===== config.mk =====
export PLATFORM = sky130hd
export DESIGN_NAME = adder_accumulator
export DESIGN_NICKNAME = d
export VERILOG_FILES = /design/src/rtl/adder_pkg.sv /design/src/rtl/sat_add.sv /design/src/rtl/adder_accumulator.sv
export SDC_FILE = /design/constraint.sdc
export NUM_CORES = 1
export LEC_CHECK = 0
export CORE_MARGIN = 2
export CORE_UTILIZATION = 45
export DETAILED_ROUTE_END_ITERATION = 10
export PLACE_DENSITY = 0.71
export SETUP_SLACK_MARGIN = 0.02
export SYNTH_ARGS = -nofsm -noshare
export SYNTH_HDL_FRONTEND = slang
export SYNTH_SLANG_ARGS = --single-unit

===== constraint.sdc =====
create_clock -name clk -period 2.65 [get_ports clk]
set_input_delay 0.265 -clock clk [delete_from_list [all_inputs] [get_ports clk]]
set_output_delay 0.265 -clock clk [all_outputs]
set_load 0.03 [all_outputs]

===== src/rtl/adder_pkg.sv =====
// Shared types and constants for the adder and its downstream frame accumulator.
package adder_pkg;

  typedef enum logic {
    ACCUM = 1'b0,
    DONE  = 1'b1
  } acc_state_e;

  localparam int unsigned SAMPLE_W      = 5;
  localparam int unsigned DEF_FRAME_LEN = 16;
  localparam int unsigned DEF_ACC_W     = 8;

endpackage


===== src/rtl/sat_add.sv =====
// Saturating adder: ACC_W accumulator plus a zero-extended 5-bit sample.
module sat_add
  import adder_pkg::*;
#(
  parameter int unsigned ACC_W = DEF_ACC_W
) (
  input  logic [ACC_W-1:0]    acc,
  input  logic [SAMPLE_W-1:0] sample,
  output logic [ACC_W-1:0]    sum,
  output logic                sat
);

  logic [ACC_W:0] wide;

  always_comb begin
    wide = {1'b0, acc} + {{(ACC_W + 1 - SAMPLE_W){1'b0}}, sample};
    sat  = wide[ACC_W];
    sum  = sat ? '1 : wide[ACC_W-1:0];
  end

endmodule


===== src/rtl/adder_accumulator.sv =====
// Sums FRAME_LEN {carry,sum} samples with saturation and counts carries;
// each completed frame is held on a valid/ready output until taken.
module adder_accumulator
  import adder_pkg::*;
#(
  parameter int unsigned FRAME_LEN = DEF_FRAME_LEN,
  parameter int unsigned ACC_W     = DEF_ACC_W,
  parameter int unsigned CNT_W     = $clog2(FRAME_LEN + 1)
) (
  input  logic             clk,
  input  logic             rst_n,
  input  logic             clear,
  input  logic [3:0]       s_in,
  input  logic             c_in,
  input  logic             in_valid,
  output logic             in_ready,
  output logic [ACC_W-1:0] acc_out,
  output logic [CNT_W-1:0] carry_cnt,
  output logic             overflow,
  output logic             out_valid,
  input  logic             out_ready
);

  acc_state_e state, state_next;

  logic [CNT_W-1:0] cnt, cnt_next;
  logic [CNT_W-1:0] carry_next;
  logic [ACC_W-1:0] acc_next;
  logic             ovf_next;
  logic             valid_next;

  logic [ACC_W-1:0] sum;
  logic             sat;
  logic             accept;

  sat_add #(
    .ACC_W(ACC_W)
  ) u_sat_add (
    .acc   (acc_out),
    .sample({c_in, s_in}),
    .sum   (sum),
    .sat   (sat)
  );

  assign in_ready = (state == ACCUM);
  assign accept   = in_valid && in_ready;

  always_comb begin
    state_next = state;
    cnt_next   = cnt;
    carry_next = carry_cnt;
    acc_next   = acc_out;
    ovf_next   = overflow;
    valid_next = out_valid;

    if (clear) begin
      state_next = ACCUM;
      cnt_next   = '0;
      carry_next = '0;
      acc_next   = '0;
      ovf_next   = 1'b0;
      valid_next = 1'b0;
    end else begin
      unique case (state)
        ACCUM: begin
          if (accept) begin
            acc_next   = sum;
            ovf_next   = overflow | sat;
            carry_next = carry_cnt + CNT_W'(c_in);
            cnt_next   = cnt + 1'b1;
            if (cnt == CNT_W'(FRAME_LEN - 1)) begin
              state_next = DONE;
              valid_next = 1'b1;
            end
          end
        end
        DONE: begin
          if (out_valid && out_ready) begin
            state_next = ACCUM;
            cnt_next   = '0;
            carry_next = '0;
            acc_next   = '0;
            ovf_next   = 1'b0;
            valid_next = 1'b0;
          end
        end
        default: state_next = ACCUM;
      endcase
    end
  end

  always_ff @(posedge clk or negedge rst_n) begin
    if (!rst_n) begin
      state     <= ACCUM;
      cnt       <= '0;
      carry_cnt <= '0;
      acc_out   <= '0;
      overflow  <= 1'b0;
      out_valid <= 1'b0;
    end else begin
      state     <= state_next;
      cnt       <= cnt_next;
      carry_cnt <= carry_next;
      acc_out   <= acc_next;
      overflow  <= ovf_next;
      out_valid <= valid_next;
    end
  end

endmodule


# Word-level counts from Yosys, hierarchy flattened
# Cells that the tools add are included.
[totals] reg_bits=21 latchBits=0 ramBits=0 romBits=0 in_bits=10 output_inout_bits=16 word_cells=44 n_memories=0
[op_classes] add_sub_neg=3 mul=0 n_div=0 n_lt_le_gt_ge=0 eq_ne=4 n_shift=0 muxes=25 bitwise_logic=2 reduce_logical=4
[op_table] cell="two-way mux 8 bit" count=4
[op_table] cell="two-way mux 5 bit" count=5
[op_table] cell="one-hot mux 5 bit (2 select lines)" count=2
[op_table] cell="one-hot mux 8 bit (2 select lines)" count=1
[op_table] cell="two-way mux 1 bit" count=10
[op_table] cell="adder 8 x 5 -> 9 bit" count=1
[op_table] cell="!= test 3 x 2 -> 1 bit, second input constant" count=3
[op_table] cell="one-hot mux 1 bit (2 select lines)" count=3
[op_table] cell="adder 5 x 1 -> 5 bit" count=1
[op_table] cell="adder 5 x 1 -> 5 bit, second input constant" count=1
[op_table] cell="== test 5 x 4 -> 1 bit, second input constant" count=1
[op_table] cell="AND reduction 3 bit" count=1
[op_table] cell="logical AND 1 bit" count=2
[op_table] cell="AND reduction 2 bit" count=1
[op_table] cell="NOT 1 bit" count=1
[op_table] cell="bitwise OR 1 bit" count=1

# Logic depth before layout (Yosys ltp)
# Gate-level depths: netlist of run 1.
[logic_depth] ltp_word=5 mapped_depth=6

# Hierarchy
# From an unflattened synthesis of run 1, not the netlist that was laid out.
[hier_totals] hier_cells=116 area_unflattened_um2=1204.9
[modules_own_cells] module="adder_accumulator" n_inst=1 cells_each=76 area_per_inst_um2=915.9
[modules_own_cells] module="sat_add" n_inst=1 cells_each=40 area_per_inst_um2=289.0

# Worst setup path after synthesis of run 1
# No wires, ideal clock.
[synth_path] kind="register -> register" startpoint="register acc_out[0]" endpoint="register acc_out[7]" setup_ps=126 arrival_time_ps=1922 required_ps=2524 path_slack_ps=602 path_stages_with_launch=6 synth_period_minus_slack_ps=2048 cell_sequence="dfrtp_1 > ha_1 > fa_1 > a211oi_2 > o21ai_2 > o311a_1"
[synth_via] elab_chain_len=5
[synth_rtl] item="start: declaration" line="adder_accumulator.sv:17" text="output logic [ACC_W-1:0] acc_out,"
[synth_rtl] item="start signal: assignment" line="adder_accumulator.sv:104" text="acc_out <= acc_next;"
[synth_rtl] item="adder 8 x 5 -> 9 bit" line="sat_add.sv:16" text="wide = {1'b0, acc} + {{(ACC_W + 1 - SAMPLE_W){1'b0}}, sample};"
[synth_rtl] item="two-way mux 8 bit" line="sat_add.sv:18" text="sum = sat ? '1 : wide[ACC_W-1:0];"
[synth_rtl] item="two-way mux 8 bit" line="adder_accumulator.sv:66" text="if (accept) begin"
[synth_rtl] item="one-hot mux 8 bit (2 select lines)" line="adder_accumulator.sv:64" text="unique case (state)"
[synth_rtl] item="two-way mux 8 bit" line="adder_accumulator.sv:56" text="if (clear) begin"
# Every way passes these cells. The select of a mux whose other input is x is not followed.
# A chain may end at the register's enable or synchronous reset.

# Worst setup path after layout of run 1
# Same ends and word-level chain as after synthesis.

==> summary.txt, run 1 <==
Layout
  • Layout Nets: 174
  • Most frequent cells in the layout: clkdlybuf4s50_1, dfrtp_1, nor2_1
  • Commonest non-fill, non-tap cell in the layout: clkdlybuf4s50_1
  • Number of cells in the finished layout apart from fillers: 184
  • FILL cells: around 250
  • Area Growth Syn to Fin: 23.1%
  • Antenna diodes: 0
  • Layout cells sized above 1: 9.15%

Floorplan
  • Die Footprint: 3280 µm²
  • Row count: 19
  • Core Box Area: 2730 µm²
  • Die height: 57.3 µm
  • Die X: 57.3 µm
  • Ports: 26
  • Initial Util: 46.8%

Worst setup path
  • Buf+Inv Stages, Crit Path: 0
  • Critical Path, Cell by Cell: ha_1 > fa_1 > a211oi_2 > o21ai_2 > o311a_1
  • CP Data Arrival Time: 2230 ps
  • CP endpoint kind: register
  • Delay-heaviest family, CP: compound AO/OA/AOI/OAI gates
  • Reg-to-Reg Start: acc_out[0]$_DFFE_PN0P_
  • CP Class: reg -> reg
  • CP startpoint kind: register
  • Critical Path RT: 2850 ps
  • Worst path max stage delay: 440 ps
  • R2R Path End: acc_out[7]$_DFFE_PN0P_
  • Cell count of the worst reg-to-reg path: 5
  • Critical path peak fanout: 9
  • Worst path slowest cell: fa_1
  • R2R Setup Slk: between 600 and 700 ps

Synth
  • Asr flop ratio synth: 100%
  • Seq/Total Area, Yosys: 41.1%
  • Synth top area share: 41.1%
  • Avg Synthesized Cell Area: 10.1 µm²
  • Cell variety after synth: 40
  • Mapped Nets: 147
  • Post-Synthesis Cells: between 100 and 150
  • Cell taking the most area after synthesis: dfrtp_1
  • Mapped cell area: 1280 µm²
  • Number of synthesized flops with an enable pin: 0
  • Largest cells by area after synthesis: dfrtp_1, ha_1, o21ai_0
  • Post-synthesis register bit count: 21
  • Yosys warnings: 0
  • Primary FF master, synth: dfrtp_1

STA
  • Setup TNS: 0 ps
  • Post-route minimum period: 2040 ps
  • Final setup vio count: 0
  • RSZ-0062 raised after global routing: no
  • Slew @ Worst Pin: 550 ps
  • Slew margin rel.: 63.3%
  • Peak Freq: between 400 and 500 MHz
  • Clk_skew: 7.35 ps
  • Fin crit share: 76.8%
  • Slew Limit Fails: 0
  • Final Hold Viols: 0

Placement
  • Port bufs: 25
  • Placer Congestion: 0.816
  • HPWL Detailed: 2.04 mm
  • Placed cell count: between 150 and 200

Route
  • Total length of routed wires: 2.80 mm
  • ANT nets after route: 0
  • Starting DRT DRC Count: 55
  • Avg WL per Cell: 15.2 µm
  • Via/cell ratio: roughly 5.8
  • DRT Pass-1 Iters: 4
  • Vias: around 1100
  • Drc violations: 0

Power
  • Gate power share: a little over a quarter
  • Total Power: 685 µW
  • Max VDD drop: ~0.33 mV
  • Reg power frac: 50.9%
  • Clk pwr share: 22.6%
  • P_leak: about 0.00071 µW
  • Switching Share: around a third
  • Pint: 470 µW
  • Sw Pwr: 215 µW
  • PD cells: 435 nW/µm²

Clock tree
  • Clk sinks: 21
  • Cts-stage hold buffer count: 0
  • Num CTS Buffers: 3
  • CTS tree: built
  • Clock Latency Late Sink: 300 ps
  • Post-CTS Setup Bufs: 0
  • CTS root buf: clkbuf_4
  • Post-CTS resize count: 0
  • Max Root-Sink Buffers: 2
  • Clock-pin slew on the worst setup and hold paths: ~120 ps
  • Htree depth: 1

Global routing
  • First-pass GRT wire length: between 4 and 5 mm
  • Antenna violations before repair: 0
  • GRT Util Overall: 19.0%
  • Number of global-route vias before repair: 1076
  • Largest net degree at the start of global routing: 22
  • Overflow after GRT: 0

Hold path
  • Hold crit path type: in -> async

Run
  • Maxcap violations: 0

Outcome
  • Status: complete, no violations
[cells in the mapped netlist (all sizes together) (2+ instances only)]
cell and n:
buf 4, a21o 2, inv 6, a21oi 7
ha 9, and3 5, dfrtp 21, nor3b 2
nand2 9, nor2 10, a41o 2, a211oi 5
o211ai 6, nand3 2, nand2b 2, a31oi 3
xor2 5, o21ai 12, a22o 3
[sequential cells by signal (all words and copies together), names as in the netlist]
| name | cells |
|---|---|
| state | 1 |
| carry_cnt | 5 |
| acc_out | 8 |
| overflow | 1 |
| cnt | 5 |
| out_valid | 1 |
[how the worst max path moves through the flow]
stage                            from                     end  slack (ps)  depth (start not counted)
6_report       acc_out[0]$_DFFE_PN0P_  acc_out[7]$_DFFE_PN0P_         610                          5
5_1_grt        acc_out[0]$_DFFE_PN0P_  acc_out[6]$_DFFE_PN0P_         460                          6
4_1_cts        acc_out[0]$_DFFE_PN0P_  acc_out[7]$_DFFE_PN0P_         610                          5
3_5_place_dp                  s_in[0]  acc_out[7]$_DFFE_PN0P_         320                          6
3_3_place_gp                  s_in[0]  acc_out[7]$_DFFE_PN0P_         400                          6
2_1_floorplan  acc_out[0]$_DFFE_PN0P_  acc_out[7]$_DFFE_PN0P_         600                          5
[through the flow]
stage          hold slack [ps]  utilization (%)  setup WS [ps]  cell area (µm²)
2_1_floorplan            -30.6                -            602             1280
3_3_place_gp               490             56.6            396             1550
3_5_place_dp               499             56.6            320             1550
4_1_cts                    296             57.6            613             1570
5_1_grt                    305             57.6            462             1570
6_report                   286             57.6            614             1570
[power groups by stage]
stage	Clock, µW	Combinational, µW	Sequential [µW]
4_1_cts	161	182	349
3_3_place_gp	0	177	355
2_1_floorplan	0	90.8	376
6_report	155	181	349
3_5_place_dp	0	181	355
5_1_grt	174	200	351
[layer usage]
metal,share of wire (%),track usage [%],vias up
met3,5.5,2.72,2
met5,0,0,-
met1,45,26.2,496
li1,-,-,526
met4,0.46,6.31,0
met2,49,30.9,34
[kinds of logic (layout without fill, tap and decap cells)]
family	count (synthesis)	after routing	synth area share, %
and+or+nand+nor	33	33	13.4
xor gates and xnor gates	5	5	3.42
adders and majority gates	10	10	10.4
buffers and inverters	11	37	4.50
AOI/OAI and AO/OA	47	47	27.2
DFF	21	21	41.1
[area by class of cell]
class	count	area (µm²)	share of cell area (%)
clock buffer	4	26.3	1.67
multi-input combinational	95	696	44.2
sequential	21	526	33.4
timing repair buffer	27	265	16.9
inverter	6	22.5	1.43
tap	31	38.8	2.46
Note: power is estimated with default switching activity, not from simulation.
==> inputs of run 2 (changes only) <==
==> constraint.sdc (replaced) <==
create_clock -name clk -period 1.9 [get_ports clk]
set_input_delay 0.19 -clock clk [delete_from_list [all_inputs] [get_ports clk]]
set_output_delay 0.19 -clock clk [all_outputs]
set_load 0.03 [all_outputs]
==> run 2 against run 1 <==
Die area did not move; clock skew fell by 1.6 ps; combinational power rose by 71%; total power rose by 49%; hold slack got worse by 86 ps; final area rose by 8.7%; wire length rose by 10%; non-clock buffer count rose by 11; register-to-register slack got worse by 590 ps; sequential power rose by 40%; critical path depth rose by 2.
==> summary.txt, run 2 (synthesized netlist as in run 1, its figures left out) <==
Route
  • DRT Pass-1 Iters: 4 (unchanged)
  • Met2 wire len: 1.50 mm (+8.5%)
  • WL met1: 1.42 mm (+13%)
  • Via/cell ratio: 5.70 (-0.89%)
  • Vias: 1117 (+5.6%)
  • ANT nets after route: 0 (unchanged)
  • Max Used Layer: met4
  • Drc violations: 0 (unchanged)
  • Routed length on met3: 122 µm (-21%)
  • Total length of routed wires: 3.09 mm (+10%)
  • Avg WL per Cell: 15.7 µm (+3.5%)
  • Starting DRT DRC Count: 36 (-35%)

Clock tree
  • Num CTS Buffers: 3 (unchanged)
  • Cts-stage hold buffer count: 0 (unchanged)
  • Clock-pin slew on the worst setup and hold paths: 120 ps (about the same)
  • CTS tree: built
  • Clock Latency Late Sink: 310 ps (about the same)
  • Clk sinks: 21 (unchanged)
  • Max Root-Sink Buffers: 2 (unchanged)
  • CTS root buf: clkbuf_4
  • Htree depth: 1 (unchanged)

Floorplan
  • Row count: 19 (unchanged)
  • Core Box Area: 2730 µm² (unchanged)
  • Die X: 57.3 µm (unchanged)
  • Die Footprint: 3280 µm² (unchanged)
  • Ports: 26 (unchanged)
  • Initial Util: 46.8% (unchanged)
  • Die height: 57.3 µm (unchanged)

Worst setup path
  • CP startpoint kind: register
  • Critical path peak fanout: 2 (-7)
  • Critical Path RT: 2090 ps (-760 ps)
  • R2R Setup Slk: 20 ps (-590 ps)
  • Reg-to-Reg Start: acc_out[0]$_DFFE_PN0P_
  • Cell count of the worst reg-to-reg path: 7 (+2)
  • CP endpoint kind: register
  • CP Data Arrival Time: 2060 ps (-170 ps)
  • R2R Path End: acc_out[4]$_DFFE_PN0P_
  • CP Class: reg -> reg

STA
  • Post-route minimum period: 1880 ps (-158 ps)
  • Peak Freq: 533 MHz (+8.4%)
  • Slew @ Worst Pin: 462 ps (-87.8 ps)
  • Slew Limit Fails: 0 (unchanged)
  • Slew margin rel.: 69.1% (+5.8 points)
  • Hold_ws: 199 ps (-86.2 ps)
  • Final setup vio count: 0 (unchanged)
  • Clk_skew: 5.79 ps (-1.56 ps)
  • Final Worst Setup Slack: 22.1 ps (-592 ps)
  • RSZ-0062 raised after global routing: yes
  • Fin crit share: 98.8% (+22 points)
  • Final Hold Viols: 0 (unchanged)

Layout
  • Commonest non-fill, non-tap cell in the layout: clkdlybuf4s50_1
  • Number of flip-flops under the largest register name: 8 (unchanged)
  • Reg with most FFs: acc_out
  • Layout cells sized above 1: 20.0% (+11 points)
  • Antenna diodes: 0 (unchanged)
  • Most frequent cells in the layout: clkdlybuf4s50_1, dfrtp_1, buf_4
  • Area Growth Syn to Fin: 33.9%
  • Layout Nets: 186 (+6.9%)
  • FILL cells: 238 (-4.4%)
  • Biggest regs: acc_out x8, carry_cnt x5, cnt x5

Global routing
  • GRT Util Overall: 20.5% (+1.5 points)
  • Antenna violations before repair: 0 (unchanged)
  • Largest net degree at the start of global routing: 22 (unchanged)
  • First-pass GRT wire length: 5.23 mm (+7.2%)
  • Overflow after GRT: 0 (unchanged)
  • Number of global-route vias before repair: 1143 (+6.2%)

Power
  • Reg power frac: 47.9% (-3.0 points)
  • Sw Pwr: 335 µW (+56%)
  • Pint: 686 µW (+46%)
  • Max VDD drop: 0.369 mV (+12%)
  • PD cells: 596 nW/µm² (+37%)
  • Gate power share: 30.3% (+3.8 points)
  • P_leak: 0.000772 µW (+8.9%)
  • Switching Share: 32.8% (+1.4 points)
  • Clk pwr share: 21.8% (-0.8 points)

Placement
  • HPWL Detailed: 2.26 mm (+10%)
  • Dpl ws: -228 ps (-549 ps)
  • Placer Congestion: 0.874 (+7.1%)
  • Port bufs: 25 (unchanged)

Hold path
  • Hold crit path type: in -> async

Outcome
  • Status: complete, no violations

Run
  • Maxcap violations: 0 (unchanged)
[run 2: per-stage QoR]
stage                     utilization, %  setup TNS, ps  total power [µW]  instance area, µm²  std cells
after CTS                           61.2              0              1020                1670        193
after global placement              59.4          -1330               769                1620        188
after global routing                62.6           -249              1080                1710        196
final                               62.6              0              1020                1710        196
after floorplan                        -          -1.38               655                1290        127
after detailed placement            59.4          -1720               774                1620        188
[run 2: worst max path at each step]
stage	endpoint	from	slack, ps
after floorplan	acc_out[7]$_DFFE_PN0P_	acc_out[0]$_DFFE_PN0P_	-1
after global placement	acc_out[7]$_DFFE_PN0P_	s_in[0]	-180
after detailed placement	acc_out[7]$_DFFE_PN0P_	s_in[0]	-230
after CTS	acc_out[6]$_DFFE_PN0P_	acc_out[0]$_DFFE_PN0P_	30
after global routing	acc_out[6]$_DFFE_PN0P_	acc_out[0]$_DFFE_PN0P_	-60
final	acc_out[4]$_DFFE_PN0P_	acc_out[0]$_DFFE_PN0P_	20
[run 2: critical path, stage by stage, from the launching register on]
cell and delay (ps):
dfrtp_2 450, ha_4 170, fa_2 360, buf_4 150, a21o_1 160, a211oi_2 210
a2bb2oi_1 150, o21ai_0 90
[run 2: final cells by class]
type	count	area, µm²	area share (%)
inverter	6	22.5	1.32
tap	31	38.8	2.27
clock inverter	1	5.00	0.292
timing repair buffer	38	348	20.3
clock buffer	3	22.5	1.32
multi-input combinational	96	748	43.7
sequential	21	527	30.8
[run 2: power groups by stage]
stage | registers [µW] | logic (µW) | clock network, µW
2_1_floorplan | 526 | 129 | 0
3_3_place_gp | 496 | 273 | 0
3_5_place_dp | 497 | 277 | 0
4_1_cts | 489 | 293 | 234
5_1_grt | 493 | 338 | 249
6_report | 489 | 309 | 222
[run 2: routing by layer]
layer / up-vias / track usage, %
li1: 549 / -
met1: 533 / 27.4
met2: 30 / 34.3
met3: 5 / 2.72
met4: 0 / 6.98
met5: - / 0
[run 2: what timing repair did]
action	4_1_cts	5_1_grt
setup endpoints to repair	7	8
pin swaps	1	4
setup buffers	1	2
gates resized for setup	2	5
cloned	0	1
